## src/rtl/multicycle_adder.sv

```systemverilog
// Chunked ripple add/subtract: sums WIDTH-bit operands CHUNK bits per clock,
// linking chunks through a registered carry, with a start/busy/done handshake.
module multicycle_adder #(
  parameter int WIDTH = 16,
  parameter int CHUNK = 4
) (
  input  logic             clk,
  input  logic             rst_n,
  input  logic             start,
  input  logic             sub,
  input  logic [WIDTH-1:0] a,
  input  logic [WIDTH-1:0] b,
  output logic             busy,
  output logic             done,
  output logic [WIDTH-1:0] sum,
  output logic             c_out,
  output logic             overflow
);

  localparam int N     = WIDTH / CHUNK;
  localparam int IDX_W = (N > 1) ? $clog2(N) : 1;
  localparam logic [IDX_W-1:0] LAST_IDX = IDX_W'(N - 1);

  // Handshake: start is accepted on any rising edge where busy = 0 (IDLE);
  // done pulses for one cycle with busy = 0, so a start in that cycle chains.
  typedef enum logic {IDLE, RUN} state_t;
  state_t state, state_nxt;

  logic [WIDTH-1:0] op_a, op_b, acc, acc_nxt;
  logic             carry;
  logic [IDX_W-1:0] idx;
  logic [CHUNK-1:0] x, y, s;
  logic [CHUNK:0]   c;
  logic             launch, last;

  always_ff @(posedge clk) begin
    if (!rst_n) state <= IDLE;
    else        state <= state_nxt;
  end

  always_comb begin
    state_nxt = state;
    case (state)
      IDLE: if (start) state_nxt = RUN;
      RUN:  if (idx == LAST_IDX) state_nxt = IDLE;
      default: state_nxt = IDLE;
    endcase
  end

  always_comb begin
    busy   = (state == RUN);
    launch = (state == IDLE) && start;
    last   = (state == RUN) && (idx == LAST_IDX);
  end

  // One chunk of full-adder cells; c[CHUNK-1] is the carry into the chunk's top bit.
  always_comb begin
    x    = op_a[int'(idx)*CHUNK +: CHUNK];
    y    = op_b[int'(idx)*CHUNK +: CHUNK];
    s    = '0;
    c    = '0;
    c[0] = carry;
    for (int j = 0; j < CHUNK; j++) begin
      s[j]   = x[j] ^ y[j] ^ c[j];
      c[j+1] = (x[j] & y[j]) | ((x[j] ^ y[j]) & c[j]);
    end
    acc_nxt = acc;
    acc_nxt[int'(idx)*CHUNK +: CHUNK] = s;
  end

  always_ff @(posedge clk) begin
    if (!rst_n) begin
      op_a     <= '0;
      op_b     <= '0;
      acc      <= '0;
      carry    <= 1'b0;
      idx      <= '0;
      done     <= 1'b0;
      sum      <= '0;
      c_out    <= 1'b0;
      overflow <= 1'b0;
    end else begin
      done <= 1'b0;
      if (launch) begin
        op_a  <= a;
        op_b  <= sub ? ~b : b;
        carry <= sub;
        idx   <= '0;
      end else if (state == RUN) begin
        acc   <= acc_nxt;
        carry <= c[CHUNK];
        idx   <= last ? '0 : idx + IDX_W'(1);
        if (last) begin
          sum      <= acc_nxt;
          c_out    <= c[CHUNK];
          overflow <= c[CHUNK] ^ c[CHUNK-1];
          done     <= 1'b1;
        end
      end
    end
  end

endmodule

```

## config.mk

```make
export PLATFORM = sky130hd
export DESIGN_NAME = multicycle_adder
export DESIGN_NICKNAME = d
export VERILOG_FILES = /design/src/rtl/multicycle_adder.sv
export SDC_FILE = /design/constraint.sdc
export NUM_CORES = 1
export LEC_CHECK = 0
export CORE_MARGIN = 2
export CORE_UTILIZATION = 45
export DETAILED_ROUTE_END_ITERATION = 6
export PLACE_DENSITY = 0.73
export SYNTH_ARGS = -nofsm -noshare
export SYNTH_HDL_FRONTEND = slang
export SYNTH_SLANG_ARGS = --single-unit
```

## constraint.sdc

```tcl
create_clock -name clk -period 2.8 [get_ports clk]
set_input_delay 0.56 -clock clk [delete_from_list [all_inputs] [get_ports clk]]
set_output_delay 0.56 -clock clk [all_outputs]
set_load 0.005 [all_outputs]
```

======== After elaboration in Yosys (flattened, before gate mapping) ========
Cells that the tools add are included.
W data, S select, Z words.
operators by class
  equal/unequal tests ..................... 1
  shifts and indexed selects .............. 4
  add/sub/neg operators ................... 2
  bitwise gates (word level) .............. 25
  reduce and logical (&&, ||, !) cells .... 7
  multiplexer cells ....................... 9
operators by type and width
  kind                       number
  $neg A4 Y33                1
  $shift A4 B33 Y16 const A  1
  $shiftx A4 B33 Y16         1
  $shiftx A16 B5 Y4          2
  $bwmux W16                 1
  $mux W16                   1
  $not A16 Y16               1
  $xor A1 B1 Y1              9
  $and A1 B1 Y1              8
  $mux W1                    5
  $or A1 B1 Y1               4
  $not A1 Y1                 3
  $reduce_and A3 Y1          1
  $reduce_or A3 Y1           1
  $add A2 B1 Y2 const B      1
  $eq A2 B2 Y1 const B       1
  $logic_and A1 B1 Y1        2
  $mux W2                    1
  $pmux W1 S2                1
  $reduce_and A2 Y1          1
  $reduce_bool A2 Y1         1
  $reduce_or A2 Y1           1
storage, ports and cells
  flip-flop bits (word level) ............. 71
  word-level logic and storage cells ...... 58
  input port bits ......................... 36
  output and inout port bits .............. 20

======== Logic depth before layout (Yosys ltp) ========
Gate-level depths: netlist of the first run.
  depth after elaboration ................. 12
  gate-level depth with buffers ........... 11
  depth with buffers taken out ............ 10

======== Worst setup path before layout of the first run ========
Ideal clock, no wire load.
  path type ............................... reg2reg
  start point ............................. register idx[0]
  end point ............................... register sum[11]
  path slack .............................. -220 ps
  clock period less this slack ............ 3020 ps
  setup time .............................. 123 ps
  buffers on the path ..................... 1
  data required time ...................... 2677 ps
  cell stages (with the launch flop) ...... 11
  arrival ................................. 2897 ps
  cells stage by stage .................... dfxtp_1 > buf_4 > mux4_2 > fa_1 > inv_1 > fa_1 > fa_1 > inv_1 > fa_1 > a221oi_1 > nor2_1
between the ends
  word-level cells in the longest chain between the ends .. 11
  elaborated cells between the ends (all ways) .. 26
  classes of those cells .................. 1 x add/sub; 1 x eq/ne; 4 x shift; 1 x mux; 17 x bitwise; 2 x reduce/logical
RTL lines
  item                                  RTL line  text
  start, declared                       31        logic [IDX_W-1:0] idx;
  start signal, assigned                92        idx <= last ? '0 : idx + IDX_W'(1);
  $shiftx A16 B5 Y4 (on tied branches)  58, 59
  $xor A1 B1 Y1                         64, 65
  $and A1 B1 Y1                         65        c[j+1] = (x[j] & y[j]) | ((x[j] ^ y[j]) & c[j]);
  $or A1 B1 Y1                          65
  $and A1 B1 Y1                         65
  $or A1 B1 Y1                          65
  $and A1 B1 Y1                         65
  $or A1 B1 Y1                          65
  $xor A1 B1 Y1                         64        s[j] = x[j] ^ y[j] ^ c[j];
  $shiftx A4 B33 Y16                    68        acc_nxt[int'(idx)*CHUNK +: CHUNK] = s;
  $bwmux W16                            68
  end signal, assigned                  94        sum <= acc_nxt;
  end, declared                         15        output logic [WIDTH-1:0] sum,
Parallel ways exist; a longest one is shown, timed or not.
A chain may end at the register's enable or synchronous reset.

======== Worst setup path after layout of the first run ========
  start point ............................. register idx[0]
  end point ............................... register sum[3]
Same word-level chain as after synthesis.

==> out/qor.yml, run 1 <==
finish:
  finalInstanceArea_um2: 3930
  diodes: 0
  drive_gt1_share_pct: 10.5
  finalCoreUtilization_pct: 58.2
  syn_to_final_growth_pct: 25.6
  final_nets: 422
synthesis:
  syn-instance-count: 328
  ys_warn_count: 0
  synth_seq_cells: 67
  syn_area_per_cell_um2: 9.55
  synth_top_family_by_area: "compound AO/OA/AOI/OAI gates"
  ys_seq_area_share_pct: 42.8
  synth_simple_gate_area_share_pct: 16.0
  synth_top_cell_by_area: "dfxtp_1"
  syn_nets: 373
  synth_mux_area_share_pct: 6.07
  synthAdderAreaFrac_pct: 4.55
  synth_cell_types: 34
  syn_area_um2: 3130
  synth_compound_area_share_pct: 19.7
  synth_xor_area_share_pct: 4.75
  yosys.area.top_type_share_pct: 42.8
  yosys-top-cells-area: "dfxtp_1, nand2_1, mux4_2, o211a_1, xnor2_1"
critical_path:
  critPathMostFrequentCell: "fa_2"
  crit_type: "flop to flop"
  critPathTopFamily: "adder cells"
  cp-end-kind: "flop"
  crit_slowest_cell: "mux4_2"
  crit_required_ns: 3.02
  critical_path.cell_chain: "mux4_2 > fa_2 > inv_2 > fa_2 > fa_2 > inv_1 > fa_2 > a221oi_1 > nor2_1"
  rr_worst_depth: 9
  r2r_end: "sum[3]$_SDFFE_PN0P_"
  crit_path_max_incr_delay_ns: 0.51
  cp.arrival_ns: 2.94
  reg2reg_slack_ns: 0.08
  r2r-start: "idx[0]$_SDFFE_PP0P_"
  path_max_fanout: 7
  crit_buf_inv: 2
  startpoint_type: "flop"
hold_path:
  min_delay_path_depth: 2
  hold_path_class: "flop to flop"
  hp-start: "sum[14]$_SDFFE_PN0P_"
  min_to: "sum[14]$_SDFFE_PN0P_"
timing:
  post-route-min-period_ns: 2.72
  fin_skew_ns: 0.00558
  hold_violations: 0
  tightest_slew_ns: 0.603
  rsz0062_at_grt: "yes"
  drv_slew: 0
  slew_headroom_pct: 59.8
  setup_violations: 0
  fmax_mhz: 368
  post-route-period-util_pct: 97.0
die:
  ios: 56
  die_w_um: 87.4
  dieArea_um2: 7640
  row_count: 30
  die_h_um: 87.4
  core_um2: 6760
  initial_core_util_pct: 46.4
clocking:
  cts_buffer_depth: 2
  cts_num_sinks: 67
  cts_buffers: 9
  insertion_delay_ns: 0.34
  holdBufCountCts: 0
  clk_pin_slew_ns: 0.07
  root_buffer: "clkbuf_8"
  tritoncts: "done"
  cts-htree-levels: 3
power:
  vdd_ir_drop_max_mv: 0.420
  p_leak_nw: 1.58
  power_density_nw_per_um2: 522
placed_design:
  place_area_um2: 3750
  place_congestion: 0.826
  hpwl_um: 4510
  portBuffers: 55
run_status:
  status: "completed"
global_route:
  antenna_found_initial: 0
  grt_start_max_net_pins: 68
  grt_pass1_wl_um: 11100
  grt_pass1_vias: 2445
  grt_overflow: 0
  grt_util_all_layers_pct: 18.7
drt:
  wl_per_cell_um: 14.1
  dr_total_vias: 2439
  remaining_drc_errors: 0
  firstDrtPassIters: 4
  drtIter0Drc: 120
  vias_per_cell: 5.28
  antenna_left: 0
  wl_um: 6500
job:
  max-cap-violations: 0
==> layer usage <==
| layer | global-route usage, % | routed length [µm] |
|---|---|---|
| met4 | 4.90 | 55 |
| met1 | 22.7 | 3010 |
| met3 | 5.97 | 286 |
| met2 | 31.9 | 3150 |
| met5 | 0 | 0 |
==> Yosys cell counts, drive strengths merged <==
cell and number:
or3 2, nand2 62, o211a 16, a221oi 10, and2 5, o21a 2
nor4bb 1, nor2 11, and4b 1, a22oi 6, a21boi 21, o21ai 13
and4bb 1, nand2b 2, o32ai 1, xnor2 17, a21oi 5, nor2b 16
mux4 8, a32oi 6, and3 1, nor3b 3, ha 5, dfxtp 67
fa 4, mux2i 1, nand4b 1, inv 13, clkbuf 11, buf 16
==> layout by cell type, fill, tap and decap left out, types with 2 or more instances in the layout <==
cell type and count:
buf_12 2, a21oi_1 5, a21boi_0 19, nor3b_1 2
o21ai_0 13, nor2_1 11, ha_1 5, clkbuf_1 3
xnor2_1 17, inv_1 12, nor2b_1 15, clkinv_2 2
a21boi_1 2, clkbuf_8 11, mux4_2 8, a221oi_1 10
o21a_1 2, buf_4 8, nand2b_1 2, dfxtp_1 66
and2_0 2, and2_1 3, a32oi_1 6, nand2_1 62
clkdlybuf4s50_1 55, or3_1 2, fa_2 4, o211a_1 16
a22oi_1 6
==> cell families after synthesis <==
| family | Yosys count |
|---|---|
| AO/OA/AOI/OAI | 80 |
| XOR/XNOR | 17 |
| adder cells (fa/ha/maj) | 9 |
| buffers and inverters | 40 |
| flip-flops | 67 |
| multiplexers | 9 |
| AND/OR/NAND/NOR | 106 |
==> how the worst max path moves through the flow <==
stage | start | to | slack, ns | cells past startpoint
after global routing | idx[0]$_SDFFE_PP0P_ | sum[11]$_SDFFE_PN0P_ | -0.04 | 9
after global placement | idx[0]$_SDFFE_PP0P_ | sum[11]$_SDFFE_PN0P_ | 0.1 | 9
after CTS | idx[0]$_SDFFE_PP0P_ | sum[15]$_SDFFE_PN0P_ | 0.05 | 9
after detailed placement | idx[0]$_SDFFE_PP0P_ | sum[15]$_SDFFE_PN0P_ | 0.07 | 9
after floorplan | idx[0]$_SDFFE_PP0P_ | sum[11]$_SDFFE_PN0P_ | 0.008 | 10
final | idx[0]$_SDFFE_PP0P_ | sum[3]$_SDFFE_PN0P_ | 0.08 | 9
==> final cells by class <==
type	count	area [µm²]
fillers	591	2820
multi-input cells	221	1620
flip-flops and latches	67	1350
repair buffers	65	651
clock buffers	14	163
well taps	80	100
inverters	13	48.8
clock inverters	2	10.0
==> sequential cells by signal, indices dropped and copies added (netlist names) <==
name,count
op_a,16
op_b,16
sum,16
idx,2
c_out,1
acc,12
done,1
carry,1
busy,1
overflow,1
==> report_power, final <==
group          switching, mW  internal (mW)
sequential            0.0256          0.996
clock                  0.337          0.368
combinational          0.160          0.166
==> what timing repair did <==
action	in CTS	in global routing
resized for setup	0	1
endpoints found under the setup margin	0	4
buffers inserted	0	1
==> worst min-delay path, delay by kind of cell (launching register included) <==
kind             cells  cell delay [ns]
AO/OA/AOI/OAI        1             0.05
flip-flops           1             0.31
AND/OR/NAND/NOR      1             0.05
==> metrics by stage <==
stage                     hold WS [ns]  power, mW  TNS (ns)  instances  setup slack, ns
final                            0.455       2.05         0        462           0.0848
after global routing             0.486       2.15   -0.0675        462          -0.0354
after CTS                        0.458       2.07         0        461           0.0519
after detailed placement         0.450       1.37         0        445           0.0671
after global placement           0.443       1.36         0        445           0.0969
after floorplan                  0.440       1.26         0        328          0.00805
No activity file was read; power rests on OpenSTA's default activity.
==> run 2: changes to the inputs <==
CELL_PAD_IN_SITES_DETAIL_PLACEMENT = 1   (was unset)
CELL_PAD_IN_SITES_GLOBAL_PLACEMENT = 1   (was unset)
CORE_UTILIZATION = 36   (was 45)
PLACE_DENSITY = unset   (was 0.73)
PLACE_DENSITY_LB_ADDON = 0.1   (was unset)
==> run 2 against run 1 <==
Against the previous run: count of clock-buffer cells in the layout is 1 lower; via count is 1.2% higher; non-clock buffer count is 1 higher; first-iteration DRC count is 33% lower; critical path type unchanged; clock power is 13% higher; wire length is 12% higher; worst setup slack worse by 0.072 ns; largest power group unchanged; global-route usage is 2.4 points lower; cell count is 6.1% higher; die area is 24% higher.
==> out/qor.yml, run 2 (same netlist as run 1, synthesis figures left out) <==
power:
  p_clk_share_pct: 37.0
  combinationalPowerShare_pct: 15.3
  switching_power_mw: 0.538
  power_mw: 2.15
  power_density_nw_per_um2: 541
  p_int_mw: 1.61
  p_leak_nw: 1.59
  switching_share_pct: 25.0
  seqPwrFrac_pct: 47.6
  vdd_ir_drop_max_mv: 0.216
global_route:
  grt_start_max_net_pins: 39
  grt_pass1_wl_um: 12400
  grt_pass1_vias: 2529
  grt_util_all_layers_pct: 16.3
  antenna_found_initial: 0
  grt_overflow: 0
die:
  core_um2: 8590
  ios: 56
  dieArea_um2: 9460
  initial_core_util_pct: 36.4
  die_h_um: 97.3
  row_count: 34
  die_w_um: 97.3
drt:
  drtIter0Drc: 80
  antenna_left: 0
  wl_per_cell_um: 14.8
  dr_total_vias: 2469
  wl_um: 7260
  vias_per_cell: 5.04
  firstDrtPassIters: 7
  remaining_drc_errors: 0
critical_path:
  crit_path_max_incr_delay_ns: 0.52
  path_max_fanout: 7
  critical_path.cell_chain: "mux4_2 > fa_2 > inv_2 > fa_2 > fa_2 > inv_2 > fa_2 > a221oi_1 > nor2_1"
  cp.arrival_ns: 3.00
  rr_worst_depth: 9
  startpoint_type: "flop"
  reg2reg_slack_ns: 0.01
  crit_slowest_cell: "fa_2"
  crit_type: "flop to flop"
  cp-end-kind: "flop"
  crit_buf_inv: 2
  r2r_end: "sum[11]$_SDFFE_PN0P_"
  crit_required_ns: 3.02
  critPathTopFamily: "adder cells"
  r2r-start: "idx[0]$_SDFFE_PP0P_"
  critPathMostFrequentCell: "fa_2"
clocking:
  clk_pin_slew_ns: 0.07
  cts-htree-levels: 3
  root_buffer: "clkbuf_8"
  insertion_delay_ns: 0.33
  cts_num_sinks: 67
  cts_buffers: 9
  tritoncts: "done"
  cts_buffer_depth: 2
placed_design:
  hpwl_um: 5200
  place_area_um2: 3770
  dp_cells: 474
  place_congestion: 0.790
  portBuffers: 55
hold_path:
  min_to: "sum[13]$_SDFFE_PN0P_"
  hold_path_class: "flop to flop"
  hp-start: "sum[13]$_SDFFE_PN0P_"
  min_delay_path_depth: 2
timing:
  setup_tns_ns: 0
  slew_headroom_pct: 54.4
  fin_skew_ns: 0.00525
  fmax_mhz: 359
  setup_violations: 0
  tightest_slew_ns: 0.682
  post-route-period-util_pct: 99.5
  hold_violations: 0
  rsz0062_at_grt: "yes"
  post-route-min-period_ns: 2.79
  drv_slew: 0
run_status:
  status: "completed"
finish:
  finalInstanceArea_um2: 3980
  fin_cells: 490
  final_nets: 423
  mostFrequentLayoutCells: "dfxtp_1, nand2_1, clkdlybuf4s50_1"
  drive_gt1_share_pct: 11.8
  final_common_cell: "dfxtp_1"
  syn_to_final_growth_pct: 27.1
  reg.largest.list: "op_a x16, op_b x16, sum x16"
  diodes: 0
job:
  max-cap-violations: 0
-- run 2: cell types whose count changed in the layout (fill, tap and decap cells not counted), sizes merged --
cell,delta
buf,+2
bufinv,+1
clkbuf,-1
clkinv,-1
clkdlybuf4s50,-1
-- run 2: worst min-delay path, stage by stage (launching register included) --
cell      delay (ns)
dfxtp_1         0.31
nand2_1         0.05
a21boi_1        0.05
-- run 2: final cells by class --
type                       count  area (µm²)
clock buffer                  13         159
fill                         994        4610
inverter                      13        48.8
multi-input combinational    221        1630
timing repair buffer          66         628
clock inverter                 2        35.0
tap                          108         135
sequential                    67        1350
-- run 2: through the flow --
| step | setup WS (ns) | util [%] | hold slack, ns |
|---|---|---|---|
| 2_1_floorplan | 0.00805 | - | 0.440 |
| 3_3_place_gp | 0.0543 | 43.8 | 0.450 |
| 3_5_place_dp | -0.0363 | 43.8 | 0.450 |
| 4_1_cts | -0.0203 | 46.2 | 0.461 |
| 5_1_grt | -0.0790 | 46.3 | 0.491 |
| 6_report | 0.0132 | 46.3 | 0.455 |
-- run 2: routing by layer --
layer / global-route usage [%] / vias to the layer above / share of wire, %
li1: - / 1232 / -
met1: 21.7 / 1187 / 47
met2: 26.3 / 41 / 48
met3: 3.02 / 9 / 2.8
met4: 6.09 / 0 / 1.4
met5: 0 / - / 0
-- run 2: timing repair --
action,CTS,global route
hold buffers,0,0
setup buffers,0,1
hold endpoints to repair,0,0
pin swaps,0,3
resized for setup,1,3
cloned,0,0
endpoints found under the setup margin,3,7
-- run 2: worst max-delay path by stage --
stage	from	endpoint	slack, ns	cells after the start
2_1_floorplan	idx[0]$_SDFFE_PP0P_	sum[11]$_SDFFE_PN0P_	0.008	10
3_3_place_gp	idx[0]$_SDFFE_PP0P_	sum[11]$_SDFFE_PN0P_	0.05	9
6_report	idx[0]$_SDFFE_PP0P_	sum[11]$_SDFFE_PN0P_	0.01	9
3_5_place_dp	idx[0]$_SDFFE_PP0P_	sum[3]$_SDFFE_PN0P_	-0.04	9
5_1_grt	idx[0]$_SDFFE_PP0P_	sum[15]$_SDFFE_PN0P_	-0.08	9
4_1_cts	idx[0]$_SDFFE_PP0P_	sum[7]$_SDFFE_PN0P_	-0.02	9
-- run 2: power groups by stage --
stage / Sequential [mW] / Combinational, mW / Clock, mW
3_3_place_gp: 1.05 / 0.322 / 0
6_report: 1.03 / 0.329 / 0.797
5_1_grt: 1.03 / 0.365 / 0.873
2_1_floorplan: 1.03 / 0.225 / 0
4_1_cts: 1.03 / 0.332 / 0.828
3_5_place_dp: 1.05 / 0.328 / 0
==> run 3: changes to the inputs <==
CTS_CLUSTER_DIAMETER = 100   (was unset)
==> results of run 3 <==
The final DEF is identical to that of run 2; final timing and power are the same.
